File: config.mk
export PLATFORM = sky130hd
export DESIGN_NAME = keypad_scan_flat
export DESIGN_NICKNAME = d
export VERILOG_FILES = /design/src/rtl/keypad_pkg.sv /design/src/rtl/keypad_scan_if.sv /design/src/rtl/keypad_frame_collector.sv /design/src/rtl/keypad_scan.sv /design/src/flat_wrapper.sv
export SDC_FILE = /design/constraint.sdc
export NUM_CORES = 1
export LEC_CHECK = 0
export CAP_MARGIN = 20
export CELL_PAD_IN_SITES_DETAIL_PLACEMENT = 1
export CELL_PAD_IN_SITES_GLOBAL_PLACEMENT = 2
export CORE_MARGIN = 10
export CORE_UTILIZATION = 40
export DETAILED_ROUTE_END_ITERATION = 10
export DONT_BUFFER_PORTS = 1
export GPL_ROUTABILITY_DRIVEN = 0
export HOLD_SLACK_MARGIN = 0.06
export PLACE_DENSITY = 0.8
export SLEW_MARGIN = 25
export SYNTH_ARGS = -nofsm -noshare
export SYNTH_HDL_FRONTEND = slang
export SYNTH_SLANG_ARGS = --single-unit
File: constraint.sdc
create_clock -name CLK -period 9.63 [get_ports CLK]
set_input_delay 0.4815 -clock CLK [delete_from_list [all_inputs] [get_ports CLK]]
set_output_delay 0.4815 -clock CLK [all_outputs]
set_load 0.05 [all_outputs]
File: src/rtl/keypad_pkg.sv
// Shared types, row-drive constants and small helpers for the 4x4 keypad scanner.
package keypad_pkg;

  localparam int unsigned KEY_CODE_W = 4;

  localparam logic [3:0] ROW0 = 4'b1110;
  localparam logic [3:0] ROW1 = 4'b1101;
  localparam logic [3:0] ROW2 = 4'b1011;
  localparam logic [3:0] ROW3 = 4'b0111;

  typedef enum logic [1:0] {
    IDLE,
    DEBOUNCE,
    HELD,
    RELEASE
  } state_t;

  typedef enum logic [1:0] {
    NONE,
    SINGLE,
    MULTI
  } frame_t;

  function automatic logic [3:0] row_drive(input logic [1:0] idx);
    logic [3:0] r;
    case (idx)
      2'd0:    r = ROW0;
      2'd1:    r = ROW1;
      2'd2:    r = ROW2;
      default: r = ROW3;
    endcase
    return r;
  endfunction

  function automatic logic [2:0] popcnt4(input logic [3:0] v);
    logic [2:0] cnt;
    cnt = '0;
    for (int unsigned i = 0; i < 4; i++) cnt = cnt + {2'b00, v[i]};
    return cnt;
  endfunction

  // Index of the lowest active-low column; only meaningful when exactly one is low.
  function automatic logic [1:0] low_col(input logic [3:0] col);
    logic [1:0] idx;
    logic       found;
    idx   = '0;
    found = 1'b0;
    for (int unsigned i = 0; i < 4; i++) begin
      if (!col[i] && !found) begin
        idx   = 2'(i);
        found = 1'b1;
      end
    end
    return idx;
  endfunction

endpackage

File: src/rtl/keypad_scan_if.sv
// Keypad-side and event-side signals of the scanner, grouped for connection.
interface keypad_scan_if;
  import keypad_pkg::*;

  logic [3:0]            Key_Col;
  logic [3:0]            Key_Row;
  logic [KEY_CODE_W-1:0] Key_Code;
  logic                  Key_Valid;
  logic                  Key_Down;
  logic                  Key_Ghost;

  modport master (
    input  Key_Col,
    output Key_Row, Key_Code, Key_Valid, Key_Down, Key_Ghost
  );

  modport slave (
    output Key_Col,
    input  Key_Row, Key_Code, Key_Valid, Key_Down, Key_Ghost
  );
endinterface

File: src/rtl/keypad_frame_collector.sv
// Column synchronizer, row rotation with dwell timing, and per-frame key classification.
module keypad_frame_collector
  import keypad_pkg::*;
#(
  parameter int unsigned ROW_DWELL = 50000
) (
  input  logic                  clk,
  input  logic                  rst_n,
  input  logic [3:0]            key_col,
  output logic [3:0]            key_row,
  output logic                  frame_done,
  output frame_t                frame_result,
  output logic [KEY_CODE_W-1:0] frame_code
);

  localparam int unsigned DW = (ROW_DWELL > 1) ? $clog2(ROW_DWELL) : 1;
  localparam logic [DW-1:0] DWELL_LAST = DW'(ROW_DWELL - 1);

  logic [3:0]            col_meta;
  logic [3:0]            col_sync;
  logic [DW-1:0]         dwell;
  logic [1:0]            row_idx;
  logic [1:0]            acc_cnt;
  logic [KEY_CODE_W-1:0] acc_code;
  logic                  dwell_end;
  logic [2:0]            row_lows;
  logic [2:0]            sum;
  logic [1:0]            cnt_nxt;
  logic [KEY_CODE_W-1:0] code_nxt;

  always_ff @(posedge clk or negedge rst_n) begin
    if (!rst_n) begin
      col_meta <= '1;
      col_sync <= '1;
    end else begin
      col_meta <= key_col;
      col_sync <= col_meta;
    end
  end

  assign dwell_end = (dwell == DWELL_LAST);

  always_ff @(posedge clk or negedge rst_n) begin
    if (!rst_n) begin
      dwell   <= '0;
      row_idx <= '0;
      key_row <= ROW0;
    end else if (dwell_end) begin
      dwell   <= '0;
      row_idx <= row_idx + 2'd1;
      key_row <= row_drive(row_idx + 2'd1);
    end else begin
      dwell <= dwell + DW'(1);
    end
  end

  // Running low-bit count saturates at 2 so MULTI survives later rows.
  always_comb begin
    row_lows = popcnt4(~col_sync);
    sum      = {1'b0, acc_cnt} + row_lows;
    cnt_nxt  = (sum > 3'd1) ? 2'd2 : sum[1:0];
    code_nxt = acc_code;
    if (acc_cnt == 2'd0 && row_lows == 3'd1) code_nxt = {row_idx, low_col(col_sync)};
    frame_done = dwell_end && (row_idx == 2'd3);
    case (cnt_nxt)
      2'd0:    frame_result = NONE;
      2'd1:    frame_result = SINGLE;
      default: frame_result = MULTI;
    endcase
    frame_code = code_nxt;
  end

  always_ff @(posedge clk or negedge rst_n) begin
    if (!rst_n) begin
      acc_cnt  <= '0;
      acc_code <= '0;
    end else if (dwell_end) begin
      if (row_idx == 2'd3) begin
        acc_cnt  <= '0;
        acc_code <= '0;
      end else begin
        acc_cnt  <= cnt_nxt;
        acc_code <= code_nxt;
      end
    end
  end

endmodule

File: src/rtl/keypad_scan.sv
// 4x4 keypad scanner: frame collector plus press/release debounce FSM and event outputs.
module keypad_scan
  import keypad_pkg::*;
#(
  parameter int unsigned ROW_DWELL = 50000,
  parameter int unsigned DEB_SCANS = 20
) (
  input  logic          CLK,
  input  logic          RSTn,
  keypad_scan_if.master kp
);

  localparam int unsigned FCW = $clog2(DEB_SCANS + 1);
  localparam logic [FCW-1:0] FCNT_MAX = FCW'(DEB_SCANS);

  logic                  frame_done;
  frame_t                frame_result;
  logic [KEY_CODE_W-1:0] frame_code;

  state_t                state_q, state_d;
  logic [FCW-1:0]        fcnt_q, fcnt_d, fcnt_inc;
  logic [KEY_CODE_W-1:0] cand_q, cand_d;
  logic [KEY_CODE_W-1:0] code_q, code_d;
  logic                  valid_q, valid_d;
  logic                  down_q, down_d;
  logic                  ghost_q, ghost_d;

  keypad_frame_collector #(
    .ROW_DWELL (ROW_DWELL)
  ) u_collector (
    .clk          (CLK),
    .rst_n        (RSTn),
    .key_col      (kp.Key_Col),
    .key_row      (kp.Key_Row),
    .frame_done   (frame_done),
    .frame_result (frame_result),
    .frame_code   (frame_code)
  );

  assign fcnt_inc = (fcnt_q == FCNT_MAX) ? fcnt_q : fcnt_q + FCW'(1);

  always_comb begin
    state_d = state_q;
    fcnt_d  = fcnt_q;
    cand_d  = cand_q;
    code_d  = code_q;
    valid_d = 1'b0;
    down_d  = down_q;
    ghost_d = ghost_q;
    if (frame_done) begin
      ghost_d = (frame_result == MULTI);
      case (state_q)
        IDLE: begin
          if (frame_result == SINGLE) begin
            state_d = DEBOUNCE;
            cand_d  = frame_code;
            fcnt_d  = FCW'(1);
          end
        end
        DEBOUNCE: begin
          if (frame_result == SINGLE && frame_code == cand_q) begin
            if (fcnt_inc == FCNT_MAX) begin
              state_d = HELD;
              code_d  = cand_q;
              valid_d = 1'b1;
              down_d  = 1'b1;
              fcnt_d  = '0;
            end else begin
              fcnt_d = fcnt_inc;
            end
          end else begin
            state_d = IDLE;
            fcnt_d  = '0;
          end
        end
        HELD: begin
          if (frame_result == NONE) begin
            state_d = RELEASE;
            fcnt_d  = FCW'(1);
          end
        end
        RELEASE: begin
          if (frame_result == NONE) begin
            if (fcnt_inc == FCNT_MAX) begin
              state_d = IDLE;
              down_d  = 1'b0;
              fcnt_d  = '0;
            end else begin
              fcnt_d = fcnt_inc;
            end
          end else begin
            state_d = HELD;
            fcnt_d  = '0;
          end
        end
        default: begin
          state_d = IDLE;
          fcnt_d  = '0;
        end
      endcase
    end
  end

  always_ff @(posedge CLK or negedge RSTn) begin
    if (!RSTn) begin
      state_q <= IDLE;
      fcnt_q  <= '0;
      cand_q  <= '0;
      code_q  <= '0;
      valid_q <= 1'b0;
      down_q  <= 1'b0;
      ghost_q <= 1'b0;
    end else begin
      state_q <= state_d;
      fcnt_q  <= fcnt_d;
      cand_q  <= cand_d;
      code_q  <= code_d;
      valid_q <= valid_d;
      down_q  <= down_d;
      ghost_q <= ghost_d;
    end
  end

  assign kp.Key_Code  = code_q;
  assign kp.Key_Valid = valid_q;
  assign kp.Key_Down  = down_q;
  assign kp.Key_Ghost = ghost_q;

endmodule

File: src/flat_wrapper.sv
// flat-port wrapper written by rule: the top's interface ports become plain ports
module keypad_scan_flat import keypad_pkg::*;
#(
  parameter int unsigned ROW_DWELL = 50000,
  parameter int unsigned DEB_SCANS = 20
)
  (CLK, RSTn, kp_Key_Col, kp_Key_Row, kp_Key_Code, kp_Key_Valid, kp_Key_Down, kp_Key_Ghost);
  keypad_scan_if kp_i ();
  input  logic CLK;
  input  logic RSTn;
  input wire logic [$bits(kp_i.Key_Col)-1:0] kp_Key_Col;
  output wire logic [$bits(kp_i.Key_Row)-1:0] kp_Key_Row;
  output wire logic [$bits(kp_i.Key_Code)-1:0] kp_Key_Code;
  output wire logic [$bits(kp_i.Key_Valid)-1:0] kp_Key_Valid;
  output wire logic [$bits(kp_i.Key_Down)-1:0] kp_Key_Down;
  output wire logic [$bits(kp_i.Key_Ghost)-1:0] kp_Key_Ghost;
  assign kp_i.Key_Col = kp_Key_Col;
  assign kp_Key_Row = kp_i.Key_Row;
  assign kp_Key_Code = kp_i.Key_Code;
  assign kp_Key_Valid = kp_i.Key_Valid;
  assign kp_Key_Down = kp_i.Key_Down;
  assign kp_Key_Ghost = kp_i.Key_Ghost;
  keypad_scan #(.ROW_DWELL(ROW_DWELL), .DEB_SCANS(DEB_SCANS)) u_core (.CLK(CLK), .RSTn(RSTn), .kp(kp_i));
endmodule
* Yosys cells after proc, flatten, opt, wreduce, memory -nomap -nowiden
Cells that the tools add are included.
** Word-level totals
- Logic and storage cells :: 107
- Register bits :: 54
** Operators by class
- Equal/unequal tests :: 22
- Bitwise gates (word level) :: 1
- Mux-type cells :: 39
- Magnitude comparators :: 1
- Reductions and logical operators :: 23
- Add/subtract/negate cells :: 7
** Operators by type and width (count)
- $mux W5 :: 6
- $mux W2 :: 10
- $pmux W5 S4 :: 1
- $add A16 B1 Y16 const B :: 1
- $eq A16 B16 Y1 const B :: 1
- $mux W16 :: 1
- $mux W1 :: 15
- $ne A2 B1 Y1 const B :: 6
- $pmux W4 S3 :: 1
- $eq A2 B2 Y1 const B :: 5
- $eq A5 B5 Y1 const B :: 2
- $logic_not A2 Y1 :: 5
- $eq A2 B1 Y1 const B :: 4
- $mux W4 :: 2
- $pmux W2 S4 :: 1
- $logic_and A1 B1 Y1 :: 6
- $logic_not A1 Y1 :: 6
- $reduce_and A3 Y1 :: 2
- $reduce_and A6 Y1 :: 1
- $add A5 B1 Y5 const B :: 1
- $reduce_and A5 Y1 :: 1
- $eq A4 B4 Y1 :: 1
- $not A4 Y4 :: 1
- $pmux W2 S2 :: 1
- 12 further kinds :: 12

* Longest topological paths before layout
Gate-level depths: netlist of the first run.
- Depth in word-level cells :: 24
- Mapped depth :: 12
- Depth with buffers taken out :: 12

* Modules after synthesis
From an unflattened synthesis of the first run, not the netlist that was laid out.
** Unflattened totals
- Cells, all modules :: 247
- Area total of the unflattened synthesis :: 2839.0 um2
** By module, submodules not included
- keypad_frame_collector :: seq. area each 914.6 um2, area each 1803.0 um2, instances 1, cells an instance 151
- keypad_scan :: seq. area each 450.4 um2, area each 1036.0 um2, instances 1, cells an instance 96

* Worst setup path before layout of the first run
Ideal clock, no wire load.
- Path type :: flip-flop to flip-flop
- From :: reg u_core.u_collector.col_sync[0]
- To :: reg u_core.code_q[0], in the netlist u_core.kp.Key_Code[0]
- Data required time :: 9.502 ns
- Arrival :: 3.350 ns
- Setup slack :: 6.152 ns
- Library setup time :: 0.128 ns
- Path buffers :: 0
- Stages on the path, launching flop included :: 13
- Cells stage by stage :: dfstp_2 > inv_1 > fa_1 > ha_1 > ha_1 > fa_1 > xnor2_1 > nand3b_1 > or2_2 > mux2i_2 > nand4_4 > nor2_4 > mux2_1
** Between the ends
- Longest elaborated chain between the ends :: 17
** Ends and longest elaborated chain
- start: declaration :: line keypad_frame_collector.sv:20 : logic [3:0] col_sync;
- start signal: assignment :: line keypad_frame_collector.sv:37 : col_sync <= col_meta;
- parallel branches: the longest is 15 deep, another holds $add A2 B1 Y3
- $logic_and A1 B1 Y1 (*) :: line keypad_scan.sv:61 : if (frame_result == SINGLE && frame_code == cand_q) begin
- $reduce_and A4 Y1 (no source line) (*)
- end signal: assignment :: line keypad_scan.sv:117 : code_q <= code_d;
- end: declaration :: line keypad_scan.sv:23 : logic [KEY_CODE_W-1:0] code_q, code_d;
Every way passes the cells marked *. The select of a mux whose other input is x is not followed.
A chain may end at the register's enable or synchronous reset.

* Final worst setup path of the first run
- From :: reg u_core.u_collector.col_sync[0]
- To :: reg u_core.code_q[3], in the netlist u_core.kp.Key_Code[3]
The elaborated chain is that of the path after synthesis.

==> impl_summary.txt, run 1 <==
----------------------------------------------------
[Run status]
  Outcome ... finished, final reports clean

[Clock network]
  TritonCTS Sinks ... 54
  Worst-path clk slew ... 100 ps
  Clock network latency to the later pin of the worst-skew pair ... 310 ps
  TritonCTS buffer count ... 5
  CTS tree ... done
  CTS-repair resized insts ... 0
  Level count of the clock H-tree ... 2
  CTS Root Buffer Type ... sky130_fd_sc_hd__clkbuf_8
  Maximum clock insertion buffer count ... 2

[Floorplanning]
  Area of the die ... 10560 µm²
  Vertical die dimension ... 102.8 µm
  Num ports ... 17
  Chip width ... 102.8 µm
  Initial standard-cell utilization of the core ... 40.80%
  Floorplan Core Area ... 6719 µm²
  Site Rows ... 30

[Global route]
  Gr usage total ... 11.50%
  Via count of the first global-routing pass ... 1987
  Largest net degree at the start of global routing ... 55
  Global-route wire length before repair ... 9729 µm
  Grt ovf ... 0
  Antenna violations before repair ... 0

[Route]
  First-pass iteration count of the detailed router ... 4
  Wire length after detailed routing ... 5599 µm
  Vias per std cell ... 5.466
  Initial drt markers ... 66
  Wire length per cell after detailed routing ... 16.71 µm
  Antenna viol nets, final ... 0
  Via Count ... 1831
  Number of DRC violations after detailed routing ... 0

[Hold path]
  WHS Path Cells ... 0
  Hold Startpoint ... kp_Key_Col[2]
  Worst hold path class ... in -> reg

[STA]
  Max-slew violation count ... 0
  Setup TNS ... 0 ps
  Setup repair after global routing missed its margin ... no
  Final hold vios ... 0
  Final critical-path share of the clock period ... 38.68%
  Clock skew after layout ... 10.51 ps
  Setup slack of the critical path after layout ... 5906 ps
  Minimum clock period ... 3724 ps
  F_max ... 0.2685 GHz
  Worst Tran Pin Value ... 533.8 ps
  Final setup vio count ... 0
  Normalized max-slew margin ... 64.04%

[Place]
  Placed wire-length estimate after detailed placement ... 4129 µm
  Number of I/O port buffers ... 0
  Dpl cells ... 325
  Setup slack at placement ... 5893 ps

[Synthesis]
  Post-synthesis net count ... 269
  Synthesized instance count ... 248
  Area of the mapped netlist ... 2741 µm²
  Number of synthesized register bits ... 54
  Avg Synthesized Cell Area ... 11.05 µm²
  Post-synthesis sequential area ratio ... 49.79%
  Total number of yosys warnings ... 0
  Number of distinct library cells after synthesis ... 56

[Worst setup path]
  Cell family with most CP delay ... adder cells
  Crit. End Element ... flop
  Number of cells on the worst reg-to-reg path ... 12
  WP data required ... 9820 ps
  Count of buffer and inverter cells on the critical path ... 1
  Beginning of the worst register-to-register path ... u_core.u_collector.col_sync[0]$_DFF_PN1_
  Crit-path max cell delay ... 570 ps
  CP max-delay cell ... sky130_fd_sc_hd__dfstp_2
  Arr. time, crit path ... 3910 ps
  Category of the worst setup path launch point ... flop
  Cells along the critical path ... inv_1 -> fa_1 -> ha_1 -> ha_1 -> fa_1 -> xnor2_1 -> and2b_1 -> nand3_1 -> mux2i_2 -> nand4_4 -> nor2_4 -> mux2_1
  Critical path peak fanout ... 7
  Crit path launch ... u_core.u_collector.col_sync[0]$_DFF_PN1_
  Flop2flop setup slack ... 5910 ps
  Destination of the worst register-to-register timing path ... u_core.kp.Key_Code[3]$_DFFE_PN0P_
  Setup Crit Path Kind ... reg -> reg
  Worst setup path end ... u_core.kp.Key_Code[3]$_DFFE_PN0P_
  Number of logic stages on the critical path including buffering ... 12

[Layout]
  Area overhead of the layout relative to synthesis ... 8.535%
  Ant. Diodes ... 0
  Final instance count without filler cells ... 335
  Net count of the finished layout ... 275
  Share of layout cells above drive strength 1 ... 15.29%
  Number of filler cells placed in the layout ... 758

[Pwr]
  IR Drop Worst-Case VDD ... 0.00008170 V
  Total leakage power ... 0.001328 µW
  Pwr/cell area ... 136.5 nW/µm²

[Run]
  Maximum Capacitance Violations ... 0

----------------------------------------------------
==> cells in the final DEF, fill, tap and decap left out, types with 5 or more instances in the layout <==
cell type | synthesis | routed
sky130_fd_sc_hd__and3_1 | 7 | 7
sky130_fd_sc_hd__a21oi_1 | 6 | 6
sky130_fd_sc_hd__nor2_1 | 15 | 15
sky130_fd_sc_hd__o21ai_0 | 18 | 18
sky130_fd_sc_hd__dfstp_2 | 11 | 11
sky130_fd_sc_hd__a22o_1 | 6 | 6
sky130_fd_sc_hd__ha_1 | 13 | 13
sky130_fd_sc_hd__xnor2_1 | 11 | 11
sky130_fd_sc_hd__dfrtp_1 | 43 | 43
sky130_fd_sc_hd__xor2_1 | 8 | 8
sky130_fd_sc_hd__clkbuf_8 | 0 | 5
sky130_fd_sc_hd__inv_1 | 11 | 11
sky130_fd_sc_hd__nand2_1 | 27 | 27
sky130_fd_sc_hd__nand3_1 | 5 | 5
==> worst register-to-register path, stage by stage, from the launching register on <==
cell                      delay (ps)
sky130_fd_sc_hd__dfstp_2         570
sky130_fd_sc_hd__inv_1            60
sky130_fd_sc_hd__fa_1            470
sky130_fd_sc_hd__ha_1            200
sky130_fd_sc_hd__ha_1            330
sky130_fd_sc_hd__fa_1            420
sky130_fd_sc_hd__xnor2_1         180
sky130_fd_sc_hd__and2b_1         280
sky130_fd_sc_hd__nand3_1         120
sky130_fd_sc_hd__mux2i_2         230
sky130_fd_sc_hd__nand4_4         190
sky130_fd_sc_hd__nor2_4          220
sky130_fd_sc_hd__mux2_1          350
==> where the power goes <==
part           switching (µW)  internal (µW)
registers               0.809            230
clock network            75.3           67.6
logic                    19.5           13.2
==> layout make-up <==
type                       instances  area (µm²)  share of cell area, %
clock inverter                     2       13.76                 0.4626
clock buffer                       6       93.84                  3.154
timing repair buffer               2       37.54                  1.262
sequential                        54        1365                  45.88
multi-input combinational        180        1324                  44.49
tap                               80       100.1                  3.364
inverter                          11       41.29                  1.388
==> cell families (layout without fill, tap and decap cells) <==
kind of cell | count (synthesis) | after routing | share of synthesized area, %
fa+ha+maj | 15 | 15 | 7.394
buf+inv | 14 | 21 | 1.917
simple gates | 95 | 95 | 20.86
mux | 7 | 7 | 2.921
flops | 54 | 54 | 49.79
compound gates | 44 | 44 | 11.05
xor+xnor | 19 | 19 | 6.070
==> per-stage QoR <==
step | cell area, µm² | utilization (%) | hold slack, ps | power, µW
4_1_cts | 2975 | 44.28 | 138.5 | 414.1
3_3_place_gp | 2830 | 42.12 | 188.1 | 261.3
5_1_grt | 2975 | 44.28 | 131.5 | 426.7
3_5_place_dp | 2830 | 42.12 | 188.1 | 262.1
6_report | 2975 | 44.28 | 154.9 | 406.2
2_1_floorplan | 2741 | - | 185.9 | 256.9
==> synthesized netlist by cell type, drive strengths merged <==
library cell	count	area share [%]
o32ai	1	0.59
a21o	2	0.55
nand4b	1	0.32
a211oi	1	0.27
and3b	1	0.32
nor3	5	1.1
nand3	5	0.91
o21ai	19	3.5
a21oi	6	1.1
nand4	5	1.7
nor3b	1	0.46
or3b	1	0.41
clkbuf	3	0.41
xnor2	11	3.5
xor2	8	2.6
a2111o	1	0.41
and3	7	1.6
or3	3	0.68
ha	13	5.9
and2	4	0.91
a22oi	1	0.46
dfrtp	43	39
a2bb2oi	1	0.32
a211o	1	0.37
o21a	1	0.27
nor4b	1	0.55
and2b	1	0.27
or2	3	0.78
a21boi	1	0.27
fa	2	1.5
dfstp	11	11
and4bb	3	1.4
inv	11	1.5
nor2	16	2.5
nand3b	2	0.55
mux2	5	2.1
a32o	1	0.37
nor2b	5	1.4
o31ai	1	0.27
o2111a	1	0.41
mux2i	2	0.87
and4	2	0.73
a22o	6	1.9
nand2	29	4.3
==> repair_timing <==
item                      CTS  global route
hold endpoints to repair   54             0
hold buffers                2             0
setup buffers               0             0
==> layer usage <==
| metal | GRT usage (%) | wire length [µm] | up-vias |
|---|---|---|---|
| met5 | 0 | 0 | - |
| met4 | 3.529 | 63 | 0 |
| met2 | 18.01 | 2585 | 22 |
| met1 | 15.27 | 2702 | 932 |
| met3 | 2.882 | 247 | 4 |
| li1 | - | - | 873 |
==> how the worst min path moves through the flow <==
stage,end,slack [ps]
finish,u_core.u_collector.col_meta[2]$_DFF_PN1_,150
global route,u_core.u_collector.col_meta[3]$_DFF_PN1_,130
CTS,u_core.u_collector.col_meta[3]$_DFF_PN1_,140
detailed placement,u_core.kp.Key_Code[0]$_DFFE_PN0P_,190
global placement,u_core.kp.Key_Code[0]$_DFFE_PN0P_,190
floorplan,u_core.cand_q[0]$_DFFE_PN0P_,190
==> state kept, by name, indices dropped and copies added (netlist names), 2 cells and up <==
signal / flops
u_core.u_collector.col_meta: 4
u_core.u_collector.acc_code: 4
u_core.u_collector.key_row: 4
u_core.kp.Key_Code: 4
u_core.cand_q: 4
u_core.u_collector.col_sync: 4
u_core.u_collector.acc_cnt: 2
u_core.u_collector.dwell: 16
u_core.state_q: 2
u_core.fcnt_q: 5
u_core.u_collector.row_idx: 2
No activity file was read; power rests on OpenSTA's default activity.
==> inputs of run 2 (changes only) <==
Clock period 9.63 ns to 3.8 ns, I/O delays scaled along.
==> run 2 against run 1 <==
Effect of this change:
- die area unchanged
- non-clock buffer count up 6
- clock skew down 0.74 ps
- clock power up 150%
- clock-buffer cell count up 1
- first-iteration DRC count down 61%
- final area up 2.0%
- sequential power rose to 2.5 times the previous value
- critical path depth unchanged
- sequential share of layout area down 0.91 points
- largest cell class unchanged
- largest power group unchanged
- highest routed layer unchanged
==> impl_summary.txt, run 2 (synthesized netlist as in run 1, its figures left out) <==
----------------------------------------------------
[Worst setup path]
  WP data required ... 4000 ps (-5820 ps)
  Category of the worst setup path launch point ... flop
  Setup Crit Path Kind ... reg -> reg
  Critical path peak fanout ... 6 (-1)
  Crit. End Element ... flop
  Arr. time, crit path ... 3820 ps (-90 ps)

[Place]
  Placed wire-length estimate after detailed placement ... 3965 µm (-4.0%)
  Number of I/O port buffers ... 0 (unchanged)
  Dpl cells ... 325 (unchanged)
  Placed inst area ... 2830 µm² (unchanged)

[Global route]
  Gr usage total ... 11.50% (about the same)
  Antenna violations before repair ... 0 (unchanged)
  Global-route wire length before repair ... 9673 µm (-0.58%)
  Largest net degree at the start of global routing ... 55 (unchanged)
  Grt ovf ... 0 (unchanged)
  Via count of the first global-routing pass ... 1944 (-2.2%)

[STA]
  Worst Tran Pin Value ... 497.4 ps (-36.41 ps)
  Minimum clock period ... 3614 ps (-110.5 ps)
  Final critical-path share of the clock period ... 95.10% (+56 points)
  Final setup vio count ... 0 (unchanged)
  Hold slack ... 360.3 ps (+205.4 ps)
  Setup TNS ... 0 ps (unchanged)
  F_max ... 0.2767 GHz (+3.1%)
  Clock skew after layout ... 9.769 ps (-0.7408 ps)
  Setup repair after global routing missed its margin ... no
  Max-slew violation count ... 0 (unchanged)
  Normalized max-slew margin ... 66.49% (+2.5 points)
  Final hold vios ... 0 (unchanged)

[Floorplanning]
  Initial standard-cell utilization of the core ... 40.80% (unchanged)
  Area of the die ... 10560 µm² (unchanged)
  Floorplan Core Area ... 6719 µm² (unchanged)
  Vertical die dimension ... 102.8 µm (unchanged)
  Site Rows ... 30 (unchanged)
  Num ports ... 17 (unchanged)
  Chip width ... 102.8 µm (unchanged)

[Pwr]
  Total leakage power ... 0.001353 µW (+1.9%)
  Combinational share of power ... 8.7% (+0.6 points)
  Power spent charging and discharging nets ... 238.3 µW (+150%)
  Internal cell power ... 792.7 µW (+160%)
  Relative contribution of the clock network to total power ... 34.6% (-0.6 points)
  IR Drop Worst-Case VDD ... 0.0001717 V (+110%)
  Net switching fraction of the power ... 23.11% (-0.44 points)
  Pwr/cell area ... 339.6 nW/µm² (+150%)
  Register share of total power ... 56.6% (-0.2 points)

[Clock network]
  TritonCTS buffer count ... 5 (unchanged)
  CTS tree ... done
  Clock network latency to the later pin of the worst-skew pair ... 310 ps (about the same)
  Worst-path clk slew ... 100 ps (about the same)
  TritonCTS Sinks ... 54 (unchanged)
  CTS Root Buffer Type ... sky130_fd_sc_hd__clkbuf_8
  Maximum clock insertion buffer count ... 2 (unchanged)
  Level count of the clock H-tree ... 2 (unchanged)

[Layout]
  Registers with the most flip-flops ... u_core.u_collector.dwell (16), u_core.fcnt_q (5)
  Ant. Diodes ... 0 (unchanged)
  Final instance area ... 3035 µm² (+2.0%)
  Net count of the finished layout ... 281 (+2.2%)
  Top library cells by usage in the layout, fill and taps aside ... 43 x sky130_fd_sc_hd__dfrtp_1, 27 x sky130_fd_sc_hd__nand2_1, 18 x sky130_fd_sc_hd__o21ai_0
  Share of layout cells above drive strength 1 ... 16.09% (+0.80 points)
  Largest register FFs ... 16 (unchanged)
  Area overhead of the layout relative to synthesis ... 10.73%
  Leading cell type in the layout, fill and taps excluded ... sky130_fd_sc_hd__dfrtp_1
  Register with the highest flop count ... u_core.u_collector.dwell
  Final instance count without filler cells ... 341 (+1.8%)

[Route]
  Initial drt markers ... 26 (-61%)
  Number of DRC violations after detailed routing ... 0 (unchanged)
  Via Count ... 1801 (-1.6%)
  Vias per std cell ... 5.282 (-3.4%)
  Wire length after detailed routing ... 5475 µm (-2.2%)
  Antenna viol nets, final ... 0 (unchanged)
  First-pass iteration count of the detailed router ... 4 (unchanged)
  Wire length per cell after detailed routing ... 16.06 µm (-3.9%)

[Run]
  Maximum Capacitance Violations ... 0 (unchanged)

[Hold path]
  Worst hold path class ... reg -> reg

[Run status]
  Outcome ... finished, final reports clean

----------------------------------------------------
run 2: cell count changes in the layout (fill, tap and decap cells not counted), sizes merged:
cell,change
dlygate4sd3,+4
clkbuf,+1
buf,+2
clkinv,-1
run 2: final cells by class:
class,count,area (µm²)
fillers,734,3684
flip-flops and latches,54,1365
multi-input cells,180,1333
well taps,80,100.1
clock buffers,7,97.59
repair buffers,8,92.59
inverters,11,41.29
clock inverters,1,6.256
run 2: power by group through the flow:
stage	Combinational, µW	Clock (µW)	Sequential, µW
after floorplan	56.5	0	594
after global placement	66.5	0	595
after detailed placement	68.0	0	595
after CTS	87.9	372	584
after global routing	103	396	585
final	90.0	357	584
run 2: final timing paths:
path / startpoint / cells after the start / to / slack [ps]
worst max-delay path: u_core.u_collector.col_sync[0]$_DFF_PN1_ / 12 / u_core.kp.Key_Code[1]$_DFFE_PN0P_ / 190
worst min-delay path: u_core.u_collector.col_meta[1]$_DFF_PN1_ / 0 / u_core.u_collector.col_sync[1]$_DFF_PN1_ / 360
worst max register to register: u_core.u_collector.col_sync[0]$_DFF_PN1_ / 12 / u_core.kp.Key_Code[1]$_DFFE_PN0P_ / 190
worst min register to register: u_core.u_collector.col_meta[1]$_DFF_PN1_ / 0 / u_core.u_collector.col_sync[1]$_DFF_PN1_ / 360
max in group asynchronous: RSTn / 2 / u_core.u_collector.key_row[3]$_DFFE_PN1N_ / 3120
min in group asynchronous: RSTn / 2 / u_core.cand_q[2]$_DFFE_PN0P_ / 380
run 2: repair_timing:
item	4_1_cts	5_1_grt
hold buffers	6	0
endpoints found under the setup margin	0	6
resized for setup	0	2
buffers inserted	0	2
endpoints found under the hold margin	58	0
run 2: per-layer routing:
metal  part of all wire (%)  wire [µm]  global-route usage (%)
met4                    1.4         74                   3.529
met2                     43       2356                   17.37
met5                      0          0                       0
met3                    4.8        262                   3.284
met1                     51       2781                   15.55
run 2: critical path, cell delays in order, from the launching register on:
cell and delay (ps):
sky130_fd_sc_hd__dfstp_2 560, sky130_fd_sc_hd__inv_1 60, sky130_fd_sc_hd__fa_1 470, sky130_fd_sc_hd__ha_1 200, sky130_fd_sc_hd__ha_1 330, sky130_fd_sc_hd__fa_1 450, sky130_fd_sc_hd__xnor2_2 150, sky130_fd_sc_hd__nand3b_1 100
sky130_fd_sc_hd__or2_2 290, sky130_fd_sc_hd__mux2i_2 200, sky130_fd_sc_hd__nand4_4 180, sky130_fd_sc_hd__nor2_4 190, sky130_fd_sc_hd__mux2_1 340
run 2: metrics by stage:
step	utilization, %	worst slack, ps	power (µW)
6_report	45.18	186.1	1031
5_1_grt	45.18	0.007550	1083
4_1_cts	44.82	102.9	1044
3_5_place_dp	42.12	118.8	663.1
3_3_place_gp	42.12	198.5	661.2
2_1_floorplan	-	322.1	650.9
